`src/rtl/multicycle_controller.sv`:
```
// ---------------------------------------------------------------------------
// multicycle_controller
//
// Control unit for the multicycle ARM-subset processor. A Moore state machine
// walks each instruction through FETCH / DECODE / EXECUTE / MEMORY / WRITEBACK.
// The unit also holds the NZCV flags register and the latched condition result
// (cond_q) of the instruction in flight.
//
// Ports:
//   clk         in   system clock, rising edge
//   rst         in   synchronous, active-high reset
//   Instr       in   instruction register contents (Cond, Op, Funct, Rd used)
//   ALUFlags    in   NZCV from the ALU in the current cycle
//   PCWrite     out  PC register enable
//   MemWrite    out  data memory write enable
//   RegWrite    out  register file WE3
//   IRWrite     out  instruction register enable
//   AdrSrc      out  memory address select: 0 = PC, 1 = Result
//   ALUSrcA     out  0 = RD1 latch, 1 = PC
//   ALUSrcB     out  00 = RD2 latch, 01 = ExtImm, 10 = constant 4
//   ResultSrc   out  00 = ALUOut, 01 = Data register, 10 = ALUResult
//   ImmSrc      out  immediate format, equal to Op
//   RegSrc      out  [0] RA1 = 15 (branch), [1] RA2 = Rd (store)
//   ALUControl  out  00 ADD, 01 SUB, 10 AND, 11 ORR
//
// The current state is held in the internal signal 'state' so checkers can
// bind to it directly.
// ---------------------------------------------------------------------------
module multicycle_controller (
    input  logic        clk,
    input  logic        rst,
    input  logic [31:0] Instr,
    input  logic [3:0]  ALUFlags,
    output logic        PCWrite,
    output logic        MemWrite,
    output logic        RegWrite,
    output logic        IRWrite,
    output logic        AdrSrc,
    output logic        ALUSrcA,
    output logic [1:0]  ALUSrcB,
    output logic [1:0]  ResultSrc,
    output logic [1:0]  ImmSrc,
    output logic [1:0]  RegSrc,
    output logic [1:0]  ALUControl
);

    typedef enum logic [3:0] {
        S_FETCH    = 4'd0,
        S_DECODE   = 4'd1,
        S_MEMADR   = 4'd2,
        S_MEMRD    = 4'd3,
        S_MEMWB    = 4'd4,
        S_MEMWR    = 4'd5,
        S_EXECUTER = 4'd6,
        S_EXECUTEI = 4'd7,
        S_ALUWB    = 4'd8,
        S_BRANCH   = 4'd9
    } state_t;

    state_t     state;
    logic [3:0] flags;    // {N, Z, C, V}
    logic       cond_q;

    // Instruction fields
    logic [3:0] cond;
    logic [1:0] op;
    logic [5:0] funct;
    logic [3:0] cmd;
    logic [3:0] rd;
    logic       s_bit;
    logic       u_bit;
    logic       l_bit;

    assign cond  = Instr[31:28];
    assign op    = Instr[27:26];
    assign funct = Instr[25:20];
    assign cmd   = funct[4:1];
    assign rd    = Instr[15:12];
    assign s_bit = funct[0];
    assign l_bit = funct[0];
    assign u_bit = funct[3];

    // Register-number and immediate fields belong to the datapath.
    logic unused_instr_bits;
    assign unused_instr_bits = ^{Instr[19:16], Instr[11:0]};

    // Data-processing command decode
    logic       supported;
    logic       arith_cmd;     // ADD or SUB: the only commands that own C and V
    logic [1:0] dp_alu;

    always_comb begin
        supported = 1'b1;
        arith_cmd = 1'b0;
        dp_alu    = 2'b00;
        case (cmd)
            4'b0100: begin dp_alu = 2'b00; arith_cmd = 1'b1; end
            4'b0010: begin dp_alu = 2'b01; arith_cmd = 1'b1; end
            4'b0000: dp_alu = 2'b10;
            4'b1100: dp_alu = 2'b11;
            default: supported = 1'b0;
        endcase
    end

    // ARM condition evaluation against the flags register
    function automatic logic cond_eval(input logic [3:0] c, input logic [3:0] f);
        logic n, z, cy, v;
        {n, z, cy, v} = f;
        case (c)
            4'b0000: cond_eval = z;
            4'b0001: cond_eval = ~z;
            4'b0010: cond_eval = cy;
            4'b0011: cond_eval = ~cy;
            4'b0100: cond_eval = n;
            4'b0101: cond_eval = ~n;
            4'b0110: cond_eval = v;
            4'b0111: cond_eval = ~v;
            4'b1000: cond_eval = cy & ~z;
            4'b1001: cond_eval = ~cy | z;
            4'b1010: cond_eval = (n == v);
            4'b1011: cond_eval = (n != v);
            4'b1100: cond_eval = ~z & (n == v);
            4'b1101: cond_eval = z | (n != v);
            4'b1110: cond_eval = 1'b1;
            default: cond_eval = 1'b0;
        endcase
    endfunction

    // State, flags and condition latch
    always_ff @(posedge clk) begin
        if (rst) begin
            state  <= S_FETCH;
            flags  <= 4'b0000;
            cond_q <= 1'b0;
        end else begin
            case (state)
                S_FETCH: state <= S_DECODE;
                S_DECODE: begin
                    cond_q <= cond_eval(cond, flags);
                    case (op)
                        2'b01:   state <= S_MEMADR;
                        2'b00:   state <= funct[5] ? S_EXECUTEI : S_EXECUTER;
                        2'b10:   state <= S_BRANCH;
                        default: state <= S_FETCH;   // undefined, no side effects
                    endcase
                end
                S_MEMADR: state <= l_bit ? S_MEMRD : S_MEMWR;
                S_MEMRD:  state <= S_MEMWB;
                S_EXECUTER, S_EXECUTEI: begin
                    state <= S_ALUWB;
                    // cond_q is left alone: the update only affects later instructions
                    if (s_bit && cond_q && supported) begin
                        flags[3:2] <= ALUFlags[3:2];
                        if (arith_cmd)
                            flags[1:0] <= ALUFlags[1:0];
                    end
                end
                default: state <= S_FETCH;   // MEMWB, MEMWR, ALUWB, BRANCH
            endcase
        end
    end

    // Moore outputs. During reset the FETCH decode is shown with all
    // enables held low, whatever state the machine was in.
    logic   reg_we;
    state_t out_state;

    always_comb begin
        out_state  = rst ? S_FETCH : state;
        PCWrite    = 1'b0;
        MemWrite   = 1'b0;
        RegWrite   = 1'b0;
        IRWrite    = 1'b0;
        AdrSrc     = 1'b0;
        ALUSrcA    = 1'b0;
        ALUSrcB    = 2'b00;
        ResultSrc  = 2'b00;
        ALUControl = 2'b00;
        reg_we     = 1'b0;
        ImmSrc     = op;
        RegSrc     = {(op == 2'b01) & ~l_bit, op == 2'b10};

        case (out_state)
            S_FETCH: begin
                IRWrite   = 1'b1;
                PCWrite   = 1'b1;
                ALUSrcA   = 1'b1;
                ALUSrcB   = 2'b10;
                ResultSrc = 2'b10;
            end
            S_DECODE: begin
                // PC+8 is formed here and serves as the R15 read value
                ALUSrcA   = 1'b1;
                ALUSrcB   = 2'b10;
                ResultSrc = 2'b10;
            end
            S_MEMADR: begin
                ALUSrcB    = 2'b01;
                ALUControl = u_bit ? 2'b00 : 2'b01;
            end
            S_MEMRD: AdrSrc = 1'b1;
            S_MEMWB: begin
                ResultSrc = 2'b01;
                reg_we    = cond_q;
                RegWrite  = reg_we;
                PCWrite   = reg_we & (rd == 4'd15);
            end
            S_MEMWR: begin
                AdrSrc   = 1'b1;
                MemWrite = cond_q;
            end
            S_EXECUTER: begin
                ALUSrcB    = 2'b00;
                ALUControl = dp_alu;
            end
            S_EXECUTEI: begin
                ALUSrcB    = 2'b01;
                ALUControl = dp_alu;
            end
            S_ALUWB: begin
                ResultSrc = 2'b00;
                reg_we    = cond_q & supported;
                RegWrite  = reg_we;
                PCWrite   = reg_we & (rd == 4'd15);
            end
            S_BRANCH: begin
                ALUSrcB    = 2'b01;
                ALUControl = 2'b00;
                ResultSrc  = 2'b10;
                PCWrite    = cond_q;
            end
            default: ;
        endcase

        if (rst) begin
            PCWrite  = 1'b0;
            MemWrite = 1'b0;
            RegWrite = 1'b0;
            IRWrite  = 1'b0;
        end
    end

endmodule

```
`config.mk`:
```
export PLATFORM = sky130hd
export DESIGN_NAME = multicycle_controller
export DESIGN_NICKNAME = d
export VERILOG_FILES = /design/src/rtl/multicycle_controller.sv
export SDC_FILE = /design/constraint.sdc
export NUM_CORES = 1
export LEC_CHECK = 0
export BUFFER_PORTS_ARGS = -buffer_cell sky130_fd_sc_hd__buf_2
export CORE_AREA = 2 2 48 50
export CTS_CLUSTER_DIAMETER = 150
export DETAILED_ROUTE_END_ITERATION = 8
export DIE_AREA = 0 0 50 52
export PLACE_DENSITY = 0.81
export SYNTH_ARGS = -nofsm -noshare
export SYNTH_HDL_FRONTEND = slang
export SYNTH_SLANG_ARGS = --single-unit
```
`constraint.sdc`:
```
create_clock -name clk -period 2.1 [get_ports clk]
set_input_delay 0.105 -clock clk [delete_from_list [all_inputs] [get_ports clk]]
set_output_delay 0.105 -clock clk [all_outputs]
set_load 0.01 [all_outputs]
```
==> results of run 1 <==
## layout by cell type, fill, tap and decap left out, types with 2 or more instances in the layout
cell,instances
nand3b_1,2
nand2_1,6
inv_1,4
nand2b_1,5
nand4_1,2
buf_2,37
a21oi_1,11
and2_1,2
o21ai_0,7
nor2b_1,4
nand3_1,5
or2_2,3
nor3_1,5
nor3b_1,2
mux2i_1,5
nor2_1,10
xnor2_1,4
clkbuf_4,3
nand4bb_1,2
a31oi_1,3
or3_1,2
dfxtp_1,9
## cell usage after synthesis (all sizes together), types with 2 or more instances
master   number  area, µm²
a21oi        11       55.1
a31oi         3       18.8
and2          2       12.5
buf           6       43.8
clkbuf        5       20.0
dfxtp         9        180
inv           4       15.0
mux2i         5       50.1
nand2         7       33.8
nand2b        5       31.3
nand3         5       25.0
nand3b        2       15.0
nand4         2       12.5
nand4bb       2       22.5
nor2         10       37.5
nor2b         4       25.0
nor3          5       25.0
nor3b         2       15.0
nor4b         2       23.8
o21ai         7       35.0
or2           4       25.0
or3           2       12.5
xnor2         4       35.0
## final timing paths
| kind | startpoint | endpoint | slack (ns) |
|---|---|---|---|
| min | ALUFlags[1] | flags[1] | 0.06 |
| max reg2reg | state[0] | cond_q | 0.44 |
| max | state[3] | ALUControl[0] | 0.19 |
| min reg2reg | flags[2] | flags[2] | 0.54 |
## registers in the layout, indices dropped and copies added, names as in the netlist
register  count
flags         4
cond_q        1
state         4
## per-layer routing
metal | up-vias | wire length (µm) | GRT usage [%]
met5 | - | 0 | 0
met4 | 0 | 41 | 9.72
met3 | 6 | 148 | 4.89
met2 | 32 | 1170 | 36.6
met1 | 437 | 987 | 19.3
li1 | 509 | - | -
## cells by family after synthesis
family	Yosys count	share of synthesized area (%)
buffers and inverters	15	8.71
xor gates and xnor gates	5	4.84
DFF	9	19.9
muxes	5	5.53
and+or+nand+nor	61	41.5
AOI/OAI and AO/OA	29	19.5
## where the power goes
group	total, mW	internal (mW)	switching (mW)
logic	0.133	0.0616	0.0711
registers	0.196	0.177	0.0192
clock network	0.145	0.0708	0.0745
## worst max-delay path, delay by kind of cell, from the launching register on
kind	cells	cell delay, ns
compound gates	2	0.19
buf+inv	1	0.15
simple gates	2	0.76
flops	1	0.42
## layout make-up
class | instances | area [µm²] | area share (%)
multi-input combinational | 100 | 646 | 59.3
timing repair buffer | 37 | 185 | 17.0
sequential | 9 | 180 | 16.6
tap | 28 | 35.0 | 3.22
clock buffer | 3 | 22.5 | 2.07
inverter | 4 | 15.0 | 1.38
clock inverter | 1 | 5.00 | 0.460
## through the flow
| step | util [%] | hold slack (ns) | cell area, µm² | worst slack, ns |
|---|---|---|---|---|
| 2_1_floorplan | - | 0.249 | 905 | 0.673 |
| 3_3_place_gp | 50.4 | 0.339 | 1060 | 0.523 |
| 3_5_place_dp | 50.4 | 0.359 | 1060 | 0.466 |
| 4_1_cts | 51.7 | 0.0666 | 1090 | 0.193 |
| 5_1_grt | 51.7 | 0.0928 | 1090 | 0.0532 |
| 6_report | 51.7 | 0.0621 | 1090 | 0.194 |
==> results.md, run 1 <==
- Status: finished clean
- EDFF count, synth: 0
- Row count: 17
- Die W: 50 µm
- # diodes: 0
- Final worst-path cycle share: 90.8%
- Reg2Reg Depth: 4
- Post-route antenna net violation count: 0
- Placed instance count: 178
- WL/cell: 12.9 µm
- Cell count after synthesis: 124
- Global-route wire length before repair: 3820 µm
- Nets: 193
- Reg clk slew, reported paths: 0.07 ns
- Vias in the first global route: 941
- Initial antenna violation count: 0
- # hold bufs at CTS: 0
- Lkg Pwr: 0.459 nW
- Min-delay worst type: in2reg
- Resized cells post-CTS: 0
- Total Routed Length: 2350 µm
- Worst Max-Slew Pin Slew: 0.521 ns
- Largest net degree at the start of global routing: 17
- Drt pass-1 iters: 4
- Max-Slew Margin vs Limit: 65.2%
- H-tree depth: 1
- Post-route DRC: 0
- Setup_tns: 0 ns
- Die H: 52 µm
- Worst Skew: 0.00937 ns
- P&R area growth vs syn: 20.3%
- Pwr dens: 436 nW/µm²
- Ports: 54
- Peak fanout along the critical path: 12
- Post-CTS Setup Inserts: 0
- Average cell area after synthesis: 7.30 µm²
- Longest Clk Path Bufs: 2
- Global route overflow: 0
- Share of post-route cells with drive strength above 1: 29.9%
- Max Cap Viol: 0
- Count of cell types in the netlist: 45
- Post-synthesis register bit count: 9
- Routability cong.: 0.805
- Die area: 2600 µm²
- Final setup vio count: 0
- Req. time, crit path: 2.00 ns
- Yosys Warn Count: 0
- Worst path arrival time: 1.80 ns
- RSZ-0062 raised after global routing: false
- # fillers: 212
- Worst vdd ir: 0.277 mV
- Max incr delay on CP: 0.51 ns
- FMAX: 525 MHz
- GRT Overall Usage: 19.3%
- Worst hold path depth: 3
- Clock Latency Late Sink: 0.28 ns
- Clock sinks: 9
- Syn Nets: 162
- Overall Power: 0.474 mW
- TritonCTS clock tree: done
- Final hold vios: 0
- CORE AREA: 2110 µm²
- Most used DFF post-synth: dfxtp_1
- Vias: 984
- Root Buffer: clkbuf_4
- Layout Cells excl Fill: 182
- Crit path kind: reg2out
- CP endpoint kind: primary output
- DP HPWL: 1830 µm
- CTS buffer count: 3
- Final min period: 1.91 ns
- IO Port Bufs: 37
- Crit-path slowest cell: or3_1
- Cells along the critical path: or3_1 -> nor3b_1 -> a31oi_1 -> o22ai_1 -> buf_2
- Starting density of the core: 43.0%
- DRT iter0 DRCs: 8
- Startpoint types: flop
- Post-synth ARST share: 0%
- Max Slew Vio Count: 0
- Part of the Yosys area used for sequential elements: 19.9%
- Via/cell ratio: 5.41
- Cell Area, Synth: 905 µm²
Note: power is estimated with default switching activity, not from simulation.
==> run 2, diff against run 1 <==
Settings changed: ABC_AREA set to 1, CORE_AREA 2 2 48 50 to 2 2 47 49, DIE_AREA 0 0 50 52 to 0 0 49 51, PLACE_DENSITY 0.81 to 0.82, SLEW_MARGIN set to 20.
==> results.md, run 2 <==
- Max-Slew Margin vs Limit: 81.6%
- H-tree depth: 1
- Vias: 1076
- R2R Setup Slk: 0.82 ns
- Global-route wire length before repair: 3360 µm
- Hold wc startpoint: ALUFlags[1]
- Crit path from: state[0]
- DRT iter0 DRCs: 12
- Cell count after synthesis: 161
- Final setup vio count: 0
- Via/cell ratio: 4.76
- Total Routed Length: 2040 µm
- Yosys Warn Count: 0
- Post-CTS Setup Inserts: 0
- # hold bufs at CTS: 0
- Core Util, Final: 52.6%
- Worst hold path depth: 3
- Min-delay worst type: in2reg
- Ports: 54
- Register Area: 180 µm²
- Final hold vios: 0
- Vias in the first global route: 885
- Most frequent cells in the layout: nand2_1 (44), buf_2 (37), nor2_1 (26)
- Drt pass-1 iters: 4
- RSZ-0062 raised after global routing: false
- Post-route antenna net violation count: 0
- Multi-input gate area: 561 µm²
- Count of cell types in the netlist: 20
- Crit path kind: reg2out
- Placed instance count: 222
- Worst path arrival time: 1.48 ns
- Req. time, crit path: 2.00 ns
- Layout Cells excl Fill: 226
- Max Cap Viol: 0
- Lkg Pwr: 0.595 nW
- Nets: 237
- Overall Power: 0.470 mW
- CORE AREA: 2060 µm²
- Reg clk slew, reported paths: 0.06 ns
- EDFF count, synth: 0
- Cell taking the most area after synthesis: dfxtp_1
- Pwr dens: 433 nW/µm²
- Longest Clk Path Bufs: 2
- Max Slew Vio Count: 0
- Worst Skew: 0.00444 ns
- Synth top area share: 20.9%
- Resized cells post-CTS: 0
- Clock sinks: 9
- Initial antenna violation count: 0
- Largest registers: flags x4, state x4, cond_q x1
- Syn Nets: 199
- IO Port Bufs: 37
- Starting density of the core: 41.8%
- Die area: 2500 µm²
- Area contributors post-synth: dfxtp_1 (21%), nand2_1 (19%), nor2_1 (11%)
- Post-route DRC: 0
- Critical Path Sink: PCWrite
- # diodes: 0
- DP HPWL: 1700 µm
- CP endpoint kind: primary output
- P&R area growth vs syn: 25.7%
- Worst Max-Slew Pin Slew: 0.273 ns
- Average cell area after synthesis: 5.36 µm²
- Root Buffer: clkbuf_4
- Part of the Yosys area used for sequential elements: 20.9%
- TritonCTS clock tree: done
- Post-synthesis register bit count: 9
- Startpoint types: flop
- # fillers: 253
- Most frequent cell after synthesis: nand2_1
- Reg2Reg Capture Point: flags[0]
- Cell Area, Synth: 863 µm²
- Most used DFF post-synth: dfxtp_1
- Status: finished clean
- Clock Latency Late Sink: 0.26 ns
- CTS buffer count: 3
- Post-synth ARST share: 0%
- Final worst-path cycle share: 75.6%
- FMAX: 630 MHz
- Share of post-route cells with drive strength above 1: 24.7%
- Peak fanout along the critical path: 4
- Hold_ws: 0.106 ns
- Die H: 51 µm
- Largest net degree at the start of global routing: 12
- Die W: 49 µm
- GRT Overall Usage: 17.2%
- Global route overflow: 0
- Most common cell after layout, fill and taps aside: nand2_1
- Final min period: 1.59 ns
- Setup_tns: 0 ns
- Worst vdd ir: 0.280 mV
- Commonest cells post-synth: nand2_1 (44), nor2_1 (26), inv_1 (24), nand3_1 (17), dfxtp_1 (9)
- Reg2reg start: state[1]
- WL/cell: 9.02 µm
- Row count: 17
- Reg2Reg Depth: 7
- Routability cong.: 0.866
-- run 2: worst min-delay path by stage --
stage               slack, ns         to
detailed placement       0.38   flags[1]
floorplan                0.26  RegSrc[1]
global route             0.10   flags[1]
global placement         0.37   flags[1]
CTS                       0.1   flags[2]
finish                   0.11   flags[1]
-- run 2: area by class of cell --
cell class	instances	area share [%]
Clock buffer	4	2.42
Inverter	26	9.00
Multi-Input combinational cell	122	51.7
Sequential cell	9	16.6
Tap cell	28	3.23
Timing Repair Buffer	37	17.1
-- run 2: through the flow --
| stage | worst slack [ns] | area, µm² |
|---|---|---|
| after global routing | 0.389 | 1080 |
| after CTS | 0.507 | 1080 |
| after global placement | 0.818 | 1060 |
| after floorplan | 0.942 | 863 |
| final | 0.511 | 1080 |
| after detailed placement | 0.808 | 1060 |
-- run 2: worst max-delay path, cell delays in order, from the launching register on --
cell and delay (ns):
dfxtp_1 0.35, inv_1 0.09, nor3_1 0.22, nand3_1 0.19, o22ai_1 0.15, inv_1 0.05
nand2_1 0.05, buf_2 0.12
-- run 2: metal layers --
layer / global-route usage (%) / up-vias / wire length [µm]
li1: - / 586 / -
met1: 17.4 / 467 / 846
met2: 34.0 / 21 / 1090
met3: 4.39 / 2 / 87
met4: 5.71 / 0 / 13
met5: 0 / - / 0
-- run 2: logic make-up after synthesis --
| family | Yosys count | synth area share, % |
|---|---|---|
| flip-flops | 9 | 20.9 |
| buffers and inverters | 30 | 14.2 |
| AND/OR/NAND/NOR | 102 | 51.9 |
| AO/OA/AOI/OAI | 20 | 13.0 |
-- run 2: power by group --
group | internal (mW) | leakage, nW | switching [mW] | total (mW)
Clock | 0.0734 | 0.0150 | 0.0625 | 0.136
Sequential | 0.178 | 0.0732 | 0.00738 | 0.186
Combinational | 0.0565 | 0.507 | 0.0920 | 0.149
Total | 0.308 | 0.595 | 0.162 | 0.470
==> run 3, diff against run 2 <==
Settings changed: CORE_AREA 2 2 47 49 to 2 2 51 53, DIE_AREA 0 0 49 51 to 0 0 53 55, PLACE_DENSITY 0.82 to 0.73.
Clock period 2.1 ns to 1.4 ns, I/O delays scaled along.
==> results.md, run 3 (same netlist as run 2, synthesis figures left out) <==
- Die W: 53 µm
- DRT iter0 DRCs: 24
- Setup ws final: -0.0323 ns
- Clock sinks: 9
- IO Port Bufs: 37
- # diodes: 0
- Startpoint types: flop
- Max Cap Viol: 0
- Core Util, Final: 53.6%
- Clock Latency Late Sink: 0.27 ns
- Violated checks: negative setup slack
- Cell Area, Placed: 1070 µm²
- Crit path kind: reg2out
- DP HPWL: 1740 µm
- # hold bufs at CTS: 0
- Worst Setup Slack post-DPL: 0.152 ns
- Most frequent cells in the layout: nand2_1 (41), buf_2 (37), nor2_1 (23)
- Setup_tns: -0.0323 ns
- Drt pass-1 iters: 4
- P&R area growth vs syn: 46.8%
- Total Routed Length: 2430 µm
- Crit-path slowest cell: dfxtp_4
- Die area: 2920 µm²
- Max Slew Vio Count: 0
- Most common cell after layout, fill and taps aside: nand2_1
- Final worst-path cycle share: 102%
- Cells along the critical path: nor2_4 -> inv_4 -> nor2_4 -> nand2_2 -> o22ai_2 -> buf_2
- Global route overflow: 0
- H-tree depth: 1
- Largest net degree at the start of global routing: 12
- Pwr dens: 630 nW/µm²
- CP endpoint kind: primary output
- Row count: 18
- Largest registers: flags x4, state x4, cond_q x1
- Root Buffer: clkbuf_4
- Req. time, crit path: 1.33 ns
- Longest Clk Path Bufs: 2
- Global-route wire length before repair: 3680 µm
- Most frequent CP cell: nor2_4
- Vias in the first global route: 933
- CTS buffer count: 3
- Share of post-route cells with drive strength above 1: 37.8%
- Post-route antenna net violation count: 0
- Lkg Pwr: 0.667 nW
- Final min period: 1.43 ns
- FMAX: 698 MHz
- Max incr delay on CP: 0.37 ns
- Initial antenna violation count: 0
- CORE AREA: 2360 µm²
- Worst path arrival time: 1.36 ns
- TritonCTS clock tree: done
- Status: finished, violations left
- Post-route DRC: 0
- Die H: 55 µm
- Worst Max-Slew Pin Slew: 0.251 ns
- CP bufs+invs: 2
- Final hold vios: 0
- Routability cong.: 0.834
- WL/cell: 10.2 µm
- Nets: 248
- Min-delay worst type: in2reg
- CP top delay family: flip-flops
- Max-Slew Margin vs Limit: 83.3%
- Worst vdd ir: 0.493 mV
- Via/cell ratio: 4.85
- Final setup vio count: 1
- GRT Overall Usage: 16.9%
- Overall Power: 0.798 mW
- Peak fanout along the critical path: 5
- RSZ-0062 raised after global routing: true
- Starting density of the core: 36.5%
- Worst Skew: 0.0107 ns
- Ports: 54
- Vias: 1159
- Finished Cell Area: 1270 µm²
- Reg clk slew, reported paths: 0.07 ns
## run 3: repair_timing
| item | 4_1_cts | 5_1_grt |
|---|---|---|
| resized for setup | 16 | 14 |
| pin swaps | 5 | 6 |
| setup buffers | 6 | 4 |
| setup endpoints to repair | 6 | 8 |
## run 3: per-layer routing
metal / up-vias / global-route usage [%] / part of all wire [%]
met5: - / 0 / 0
met4: 0 / 3.85 / 1.3
met3: 5 / 2.42 / 4.9
met2: 33 / 32.7 / 50
met1: 512 / 19.7 / 44
li1: 609 / - / -
## run 3: worst paths after layout
check              startpoint            end  slack [ns]  cells past startpoint
hold / removal    ALUFlags[1]       flags[1]        0.06                      3
setup / recovery     state[3]  ALUControl[0]       -0.03                      6
hold reg to reg        cond_q         cond_q        0.49                      2
setup reg to reg     state[1]         cond_q        0.06                      9
## run 3: final cells by class
type | count | area (µm²)
Clock buffer | 4 | 26.3
Timing Repair Buffer | 48 | 268
Fill cell | 249 | 1100
Tap cell | 30 | 37.5
Inverter | 26 | 103
Sequential cell | 9 | 195
Multi-Input combinational cell | 122 | 638
## run 3: tightest hold or removal path: cells and delay by family
family | cells | cell delay, ns
AO/OA/AOI/OAI | 2 | 0.15
buffers and inverters | 1 | 0.08
## run 3: through the flow
step,hold WS [ns],cells
floorplan,0.191,161
detailed placement,0.346,225
global route,0.0810,239
CTS,0.0645,235
global placement,0.340,225
finish,0.0625,239
## run 3: power breakdown
group          internal, mW  total (mW)  switching, mW
Combinational         0.132       0.302          0.170
Sequential            0.266       0.285         0.0193
Clock                 0.110       0.211          0.101
Total                 0.508       0.798          0.290
